File: src/rtl/conf_int_add_share_ctrl.sv
// Round-robin front end that time-shares one configurable integer adder between NUM_REQ requesters.
// Operands and mode are registered toward the adder; results return on a tagged valid/ready port.
module conf_int_add_share_ctrl #(
    parameter int NUM_REQ            = 4,
    parameter int DATA_PATH_BITWIDTH = 16,
    parameter int OP_BITWIDTH        = 16,
    parameter int CNT_W              = 16,
    localparam int DW                = DATA_PATH_BITWIDTH,
    localparam int IDW               = (NUM_REQ > 1) ? $clog2(NUM_REQ) : 1
) (
    input  logic                  clk,
    input  logic                  rst,
    input  logic [NUM_REQ-1:0]    req_valid,
    output logic [NUM_REQ-1:0]    req_ready,
    input  logic [NUM_REQ*DW-1:0] req_a,
    input  logic [NUM_REQ*DW-1:0] req_b,
    input  logic [NUM_REQ-1:0]    req_acc,
    output logic [DW-1:0]         add_a,
    output logic [DW-1:0]         add_b,
    output logic                  add_acc_sel,
    input  logic [DW:0]           add_d,
    output logic                  rsp_valid,
    input  logic                  rsp_ready,
    output logic [IDW-1:0]        rsp_id,
    output logic [DW:0]           rsp_d,
    output logic                  rsp_acc,
    output logic [CNT_W-1:0]      cnt_acc,
    output logic [CNT_W-1:0]      cnt_apx
);

    // state  | meaning
    // IDLE   | waiting for a request; the only state that can grant
    // SETTLE | one cycle for the adder to switch accuracy mode
    // EXEC   | adder output captured into rsp_d, statistics updated
    // RESP   | response held until rsp_ready
    typedef enum logic [1:0] {IDLE, SETTLE, EXEC, RESP} state_t;

    state_t         state;
    logic [IDW-1:0] last_grant;
    logic [IDW-1:0] gnt_idx;
    logic [IDW-1:0] cand;
    logic           gnt_found;
    logic           pending_acc;
    logic           unused_op_width;

    // The adder width parameter only matters to the adder instance itself.
    assign unused_op_width = (OP_BITWIDTH > 0);

    function automatic logic [IDW-1:0] wrap_add(input logic [IDW-1:0] base, input int k);
        int s;
        s = (int'(base) + k) % NUM_REQ;
        return IDW'(s);
    endfunction

    // Search starts just past the previous winner, so every grant moves priority on.
    always_comb begin
        gnt_found = 1'b0;
        gnt_idx   = '0;
        cand      = '0;
        for (int k = 1; k <= NUM_REQ; k++) begin
            cand = wrap_add(last_grant, k);
            if (!gnt_found && req_valid[cand]) begin
                gnt_found = 1'b1;
                gnt_idx   = cand;
            end
        end
    end

    always_comb begin
        req_ready = '0;
        if (state == IDLE && gnt_found) begin
            req_ready[gnt_idx] = 1'b1;
        end
    end

    always_ff @(posedge clk or negedge rst) begin
        if (!rst) begin
            state       <= IDLE;
            last_grant  <= IDW'(NUM_REQ - 1);
            add_a       <= '0;
            add_b       <= '0;
            add_acc_sel <= 1'b1;
            pending_acc <= 1'b0;
            rsp_valid   <= 1'b0;
            rsp_id      <= '0;
            rsp_d       <= '0;
            rsp_acc     <= 1'b0;
            cnt_acc     <= '0;
            cnt_apx     <= '0;
        end else begin
            unique case (state)
                IDLE: begin
                    if (gnt_found) begin
                        add_a       <= req_a[gnt_idx*DW +: DW];
                        add_b       <= req_b[gnt_idx*DW +: DW];
                        pending_acc <= req_acc[gnt_idx];
                        rsp_id      <= gnt_idx;
                        last_grant  <= gnt_idx;
                        state       <= (req_acc[gnt_idx] != add_acc_sel) ? SETTLE : EXEC;
                    end
                end
                SETTLE: begin
                    add_acc_sel <= pending_acc;
                    state       <= EXEC;
                end
                EXEC: begin
                    rsp_d     <= add_d;
                    rsp_acc   <= add_acc_sel;
                    rsp_valid <= 1'b1;
                    if (add_acc_sel) begin
                        if (cnt_acc != '1) cnt_acc <= cnt_acc + CNT_W'(1);
                    end else begin
                        if (cnt_apx != '1) cnt_apx <= cnt_apx + CNT_W'(1);
                    end
                    state <= RESP;
                end
                RESP: begin
                    if (rsp_ready) begin
                        rsp_valid <= 1'b0;
                        state     <= IDLE;
                    end
                end
                default: state <= IDLE;
            endcase
        end
    end

endmodule

File: config.mk
export PLATFORM = sky130hd
export DESIGN_NAME = conf_int_add_share_ctrl
export DESIGN_NICKNAME = d
export VERILOG_FILES = /design/src/rtl/conf_int_add_share_ctrl.sv
export SDC_FILE = /design/constraint.sdc
export NUM_CORES = 1
export LEC_CHECK = 0
export ABC_AREA = 0
export CAP_MARGIN = 0
export CORE_ASPECT_RATIO = 1.1
export CORE_UTILIZATION = 44
export CTS_CLUSTER_SIZE = 25
export DETAILED_ROUTE_END_ITERATION = 7
export GPL_ROUTABILITY_DRIVEN = 0
export HOLD_SLACK_MARGIN = 0.03
export PLACE_DENSITY = 0.93
export SLEW_MARGIN = 20
export SYNTH_ARGS = -nofsm -noshare
export SYNTH_HDL_FRONTEND = slang
export SYNTH_SLANG_ARGS = --single-unit
export TNS_END_PERCENT = 50
File: constraint.sdc
create_clock -name clk -period 5 [get_ports clk]
set_input_delay 1.5 -clock clk [delete_from_list [all_inputs] [get_ports clk]]
set_output_delay 1.5 -clock clk [all_outputs]
set_load 0.05 [all_outputs]
-- After elaboration in Yosys (flattened, before gate mapping)
Cells that the tools add are included.
- add/sub/neg operators: 6
- multiply operators: 0
- div/mod/pow operators: 0
- $lt $le $gt $ge: 6
- equal/unequal tests: 8
- shift-type cells: 2
- mux-type cells: 27
- bitwise gates (word level): 1
- reductions and logical operators: 15
- operator list (kind ; count):
    64-bit by 7-bit variable part select with 16-bit output ; 2
    16-bit by 1-bit adder with 16-bit output (second input constant) ; 2
    16-bit != test (second input constant) ; 2
    2-bit by 3-bit < comparator with 1-bit output (second input constant) ; 5
    2-bit two-way mux ; 7
    1-bit two-way mux ; 11
    1-bit binary-select mux with 2-bit select ; 5
    2-bit one-hot mux with 4 select lines ; 1
    2-bit AND reduction ; 3
    3-bit AND reduction ; 2
    1-bit logical AND ; 5
    2-bit by 1-bit adder with 2-bit output (second input constant) ; 2
    2-bit adder (second input constant) ; 2
    2-bit == test (second input constant) ; 2
    4-bit two-way mux ; 1
    2-bit != test (second input constant) ; 2
    1-bit zero test ; 3
    1-bit demux with 2-bit select ; 1
    2-bit by 1-bit == test with 1-bit output (second input constant) ; 1
    2-bit by 1-bit >= comparator with 1-bit output (second input constant) ; 1
    2-bit zero test ; 1
    1-bit one-hot mux with 2 select lines ; 1
    2-bit nonzero test ; 1
    1-bit != test ; 1
    1-bit NOT ; 1
- register bits: 91
- bits in latches: 0
- bits in writable memories: 0
- ROM bits: 0
- bits of input ports: 156
- output and inout port bits: 90
- word-level logic and storage cells: 77
- memories: 0

-- Longest topological paths before layout
Gate-level depths: netlist (run 1).
- word-level depth: 19
- mapped depth: 9
- depth with buffers taken out: 8

-- Least setup slack after synthesis (run 1)
OpenSTA, ideal clock, no wires.
- path kind: input-to-output
- start point: input req_valid[2]
- end point: output req_ready[0]
- data arrival time: 3.565 ns
- path slack: -0.065 ns
- stages: 6
- path buffers: 2
- path through: inv_1 -> a221oi_1 -> o32a_1 -> buf_2 -> clkbuf_1 -> nor3b_1
- cells in the longest elaborated chain, start to end: 17
- elaborated cells on any way between the ends: 29
- classes of those cells: order compare (2); mux (19); reduce/logical (8)
- ends and longest elaborated chain (item ; line ; RTL):
    start, declared ; 13 ; input logic [NUM_REQ-1:0] req_valid,
    1-bit binary-select mux with 2-bit select ; 62 ; if (!gnt_found && req_valid[cand]) begin
    1-bit two-way mux (implied by the code) ; 62 ;
    1-bit two-way mux ; 62 ;
    1-bit zero test ; 62 ;
    1-bit logical AND ; 62 ;
    1-bit two-way mux ; 62 ;
    1-bit zero test ; 62 ;
    1-bit logical AND ; 62 ;
    1-bit two-way mux ; 62 ;
    1-bit zero test ; 62 ;
    1-bit logical AND ; 62 ;
    2-bit two-way mux ; 62 ;
    2-bit by 3-bit < comparator with 1-bit output (implied by the code) / 2-bit by 1-bit >= comparator with 1-bit output (equally long branches) ; 72 ; req_ready[gnt_idx] = 1'b1;
    1-bit logical AND (implied by the code) ; 72 ;
    1-bit two-way mux (implied by the code) ; 72 ;
    1-bit demux with 2-bit select ; 72 ;
    4-bit two-way mux * ; 71 ; if (state == IDLE && gnt_found) begin
    end, declared ; 14 ; output logic [NUM_REQ-1:0] req_ready,
Mark *: on every way between the ends. The rest lies on a longest branch, timed or not. The select of a mux whose other input is x is not followed.

-- Worst setup path in the final report (run 1)
- start point: input req_valid[3]
- end point: output req_ready[1]
Same word-level chain as after synthesis.

==> reports/metrics.cfg, run 1 <==
[outcome]
status = finished, final reports clean

[power_and_ir_drop]
switchingPower_w = 0.002327
power_w = 0.004840
power.share.switching_pct = 48.08
comb_power_share_pct = 60.7
pwr-share-seq_pct = 25.7
clkPwrFrac_pct = 13.6
intPower_w = 0.002513
power_leakage_nw = 3.352
power_density_nw_per_um2 = 618.4
ir_drop_uv = 444.5

[yosys]
ys_seq_elements = 91
synth.net_count = 644
synth_top_area_cell = dfrtp_1
synth_area_um2 = 4970
synth_area_leaders = dfrtp_1, mux2_2, mux2i_1
synth-edff-count = 0
synth_top_area_share_pct = 44.31
ys_async_sr_fraction_pct = 100.0
syn_area_per_cell_um2 = 10.33
yosys_warnings = 0
ys_types = 44
synth-main-ff-cell = dfrtp_1
postSynthCellCount = 481
seq_area_frac_synth_pct = 45.90

[timing]
setup_viol = 0
period_needed_ps = 4769
fmaxAchievable_mhz = 209.7
period_share_pct = 95.37
fin_tns_setup_ps = 0
worstMarginPinSlew_ps = 1018
slew_headroom_pct = 32.15
rsz0062_at_grt = no
finalMaxSlewViolations = 0
finalClockSkew_ps = 8.467
finalHoldViolCount = 0

[routing]
wl_per_cell_um = 16.28
drcViolationCount = 0
dr_total_vias = 4472
ant_nets = 0
drtPass1Iterations = 4
wl_um = 14150
first_iter_violations = 116
vias_per_cell = 5.146

[floorplan]
rows = 40
fp.dieW_um = 103.3
die_h_um = 113.5
coreArea_um2 = 10960
die_area_um2 = 11720
start_util_pct = 45.34
boundaryPins = 246

[cells_and_area]
diodes = 0
design_area_um2 = 7826
layout-drive-gt1-share_pct = 11.77
seq_area_um2 = 2281
syn_to_final_growth_pct = 57.48
nFillCells = 762
fin_nets = 880
multi_input_area_um2 = 2499

[critical_path]
rrSetupSlack_ps = 2340
crit_type = primary input to output port
worst_setup_path_end_kind = output port
slowest_stage = clkdlybuf4s50_1
worstPathCellList = clkdlybuf4s50_1 > nor2b_1 > nor3b_1 > o32a_2 > nor3_1 > buf_12
crit_buf_inv = 2
cpLargestDelayFamily = buffers and inverters
cp_slowest_stage_delay_ps = 570
start_kind = primary input
required_ps = 3500
arrival_ps = 3270
crit_fanout = 11

[placement]
dp_hpwl_um = 11090
place_area_um2 = 7528
port-buffer-count = 245

[clock_network]
htreeDepth = 3
ctsHoldBuffers = 0
clk_pin_slew_ps = 70
post-cts-setup-buffers = 0
cts_tree = done
ctsResizeCount = 0
clock_latency_ps = 340
root_buffer = clkbuf_16
numCtsBuffers = 9
cts.path.max_buffers = 2
clock-sinks = 91

[global_routing]
antenna_found_initial = 0
grt_pass1_vias = 4581
grt_max_degree = 75
grt_pass1_wl_um = 22140
grt_usage_pct = 24.73
grt_overflow_total = 0

[hold_path]
worstHoldPathType = register to register

[run]
maxCapViolations = 0

-- power groups by stage --
stage	sequential (W)	clock, W	combinational, W
2_1_floorplan	0.00212	0	0.00115
3_3_place_gp	0.00123	0	0.00287
3_5_place_dp	0.00125	0	0.00295
4_1_cts	0.00124	0.000672	0.00296
5_1_grt	0.00128	0.000707	0.00313
6_report	0.00124	0.000659	0.00294
-- per-layer routing --
layer	vias up	global-route usage [%]	share of wire (%)
met5	-	0	0
met2	184	44.44	51
met1	2117	27.34	38
met4	0	10.23	3.1
li1	2137	-	-
met3	34	6.311	7.3
-- placed cells by master (no fill, tap or decap), drive strengths merged, types with 2 or more instances in the layout --
cell and n:
a21oi 6, xnor2 21, and2 3, dfrtp 88, nor2b 2, and4 2
mux2 52, nor2 13, clkinv 4, mux2i 35, clkbuf 9, a31oi 6
nand3 13, buf 11, nor3 3, dfstp 3, clkdlybuf4s50 240, nor3b 2
nand2b 2, xor2 6, nand2 90, o21ai 68, ha 7, inv 10
nand4 5, and3 9
-- final timing paths --
check	endpoint	start	cells past startpoint
max	req_ready[1]	req_valid[3]	6
max reg2reg	cnt_acc[9]	state[0]	8
min	last_grant[1]	last_grant[1]	2
max in group asynchronous	add_acc_sel	rst	2
min reg2reg	last_grant[1]	last_grant[1]	2
min in group asynchronous	rsp_d[4]	rst	1
-- area by class of cell --
class | count | share of cell area, %
well taps | 147 | 2.350
multi-input cells | 356 | 31.93
flip-flops and latches | 91 | 29.14
clock buffers | 9 | 2.878
repair buffers | 251 | 32.39
inverters | 8 | 0.3837
clock inverters | 7 | 0.9273
-- state kept, by name, summed over array words and instances, names as in the netlist --
| signal | count |
|---|---|
| rsp_id | 2 |
| cnt_acc | 16 |
| add_b | 16 |
| state | 2 |
| rsp_d | 17 |
| add_acc_sel | 1 |
| cnt_apx | 16 |
| last_grant | 2 |
| pending_acc | 1 |
| rsp_valid | 1 |
| rsp_acc | 1 |
| add_a | 16 |
-- stage by stage --
step	util [%]	cells	hold WS (ps)	setup slack [ps]
after detailed placement	68.69	853	471.5	271.7
after CTS	71.40	869	483.3	249.0
after global routing	71.40	869	508.3	105.7
after floorplan	-	481	440.3	74.17
after global placement	68.69	853	454.9	357.5
final	71.40	869	483.5	231.3
-- cells by family (layout without fill, tap and decap cells) --
kind of cell,Yosys count,in the layout,synth area share [%]
buffers and inverters,34,275,4.179
and+or+nand+nor,146,146,12.99
muxes,87,87,20.04
xor gates and xnor gates,27,27,4.758
AOI/OAI and AO/OA,89,89,10.37
adders and majority gates,7,7,1.762
DFF,91,91,45.90
-- synthesized netlist by cell type (all sizes together), types with 3 or more instances --
library cell	count
dfstp	3
a31oi	6
mux2i	35
buf	16
nor3	3
xnor2	21
a21oi	6
and3	9
nand4	5
and2	3
clkbuf	10
xor2	6
inv	8
nand3	13
nor2	13
o21ai	68
dfrtp	88
mux2	52
nand2	90
ha	7
-- worst register-to-register path, stage by stage, from the launching register on --
cell and delay, ps:
dfrtp_1 410, inv_1 130, ha_1 850, nand2_1 340
nor2_1 180, nand2_1 70, a31oi_2 290, nand3_1 140
xnor2_1 140
Note: power is estimated with default switching activity, not from simulation.
==> run 2, diff against run 1 <==
Settings changed: CAP_MARGIN 0 to unset, SLEW_MARGIN 20 to unset.
==> results of run 2 <==
The final DEF is identical to that of run 1; final timing and power are the same.
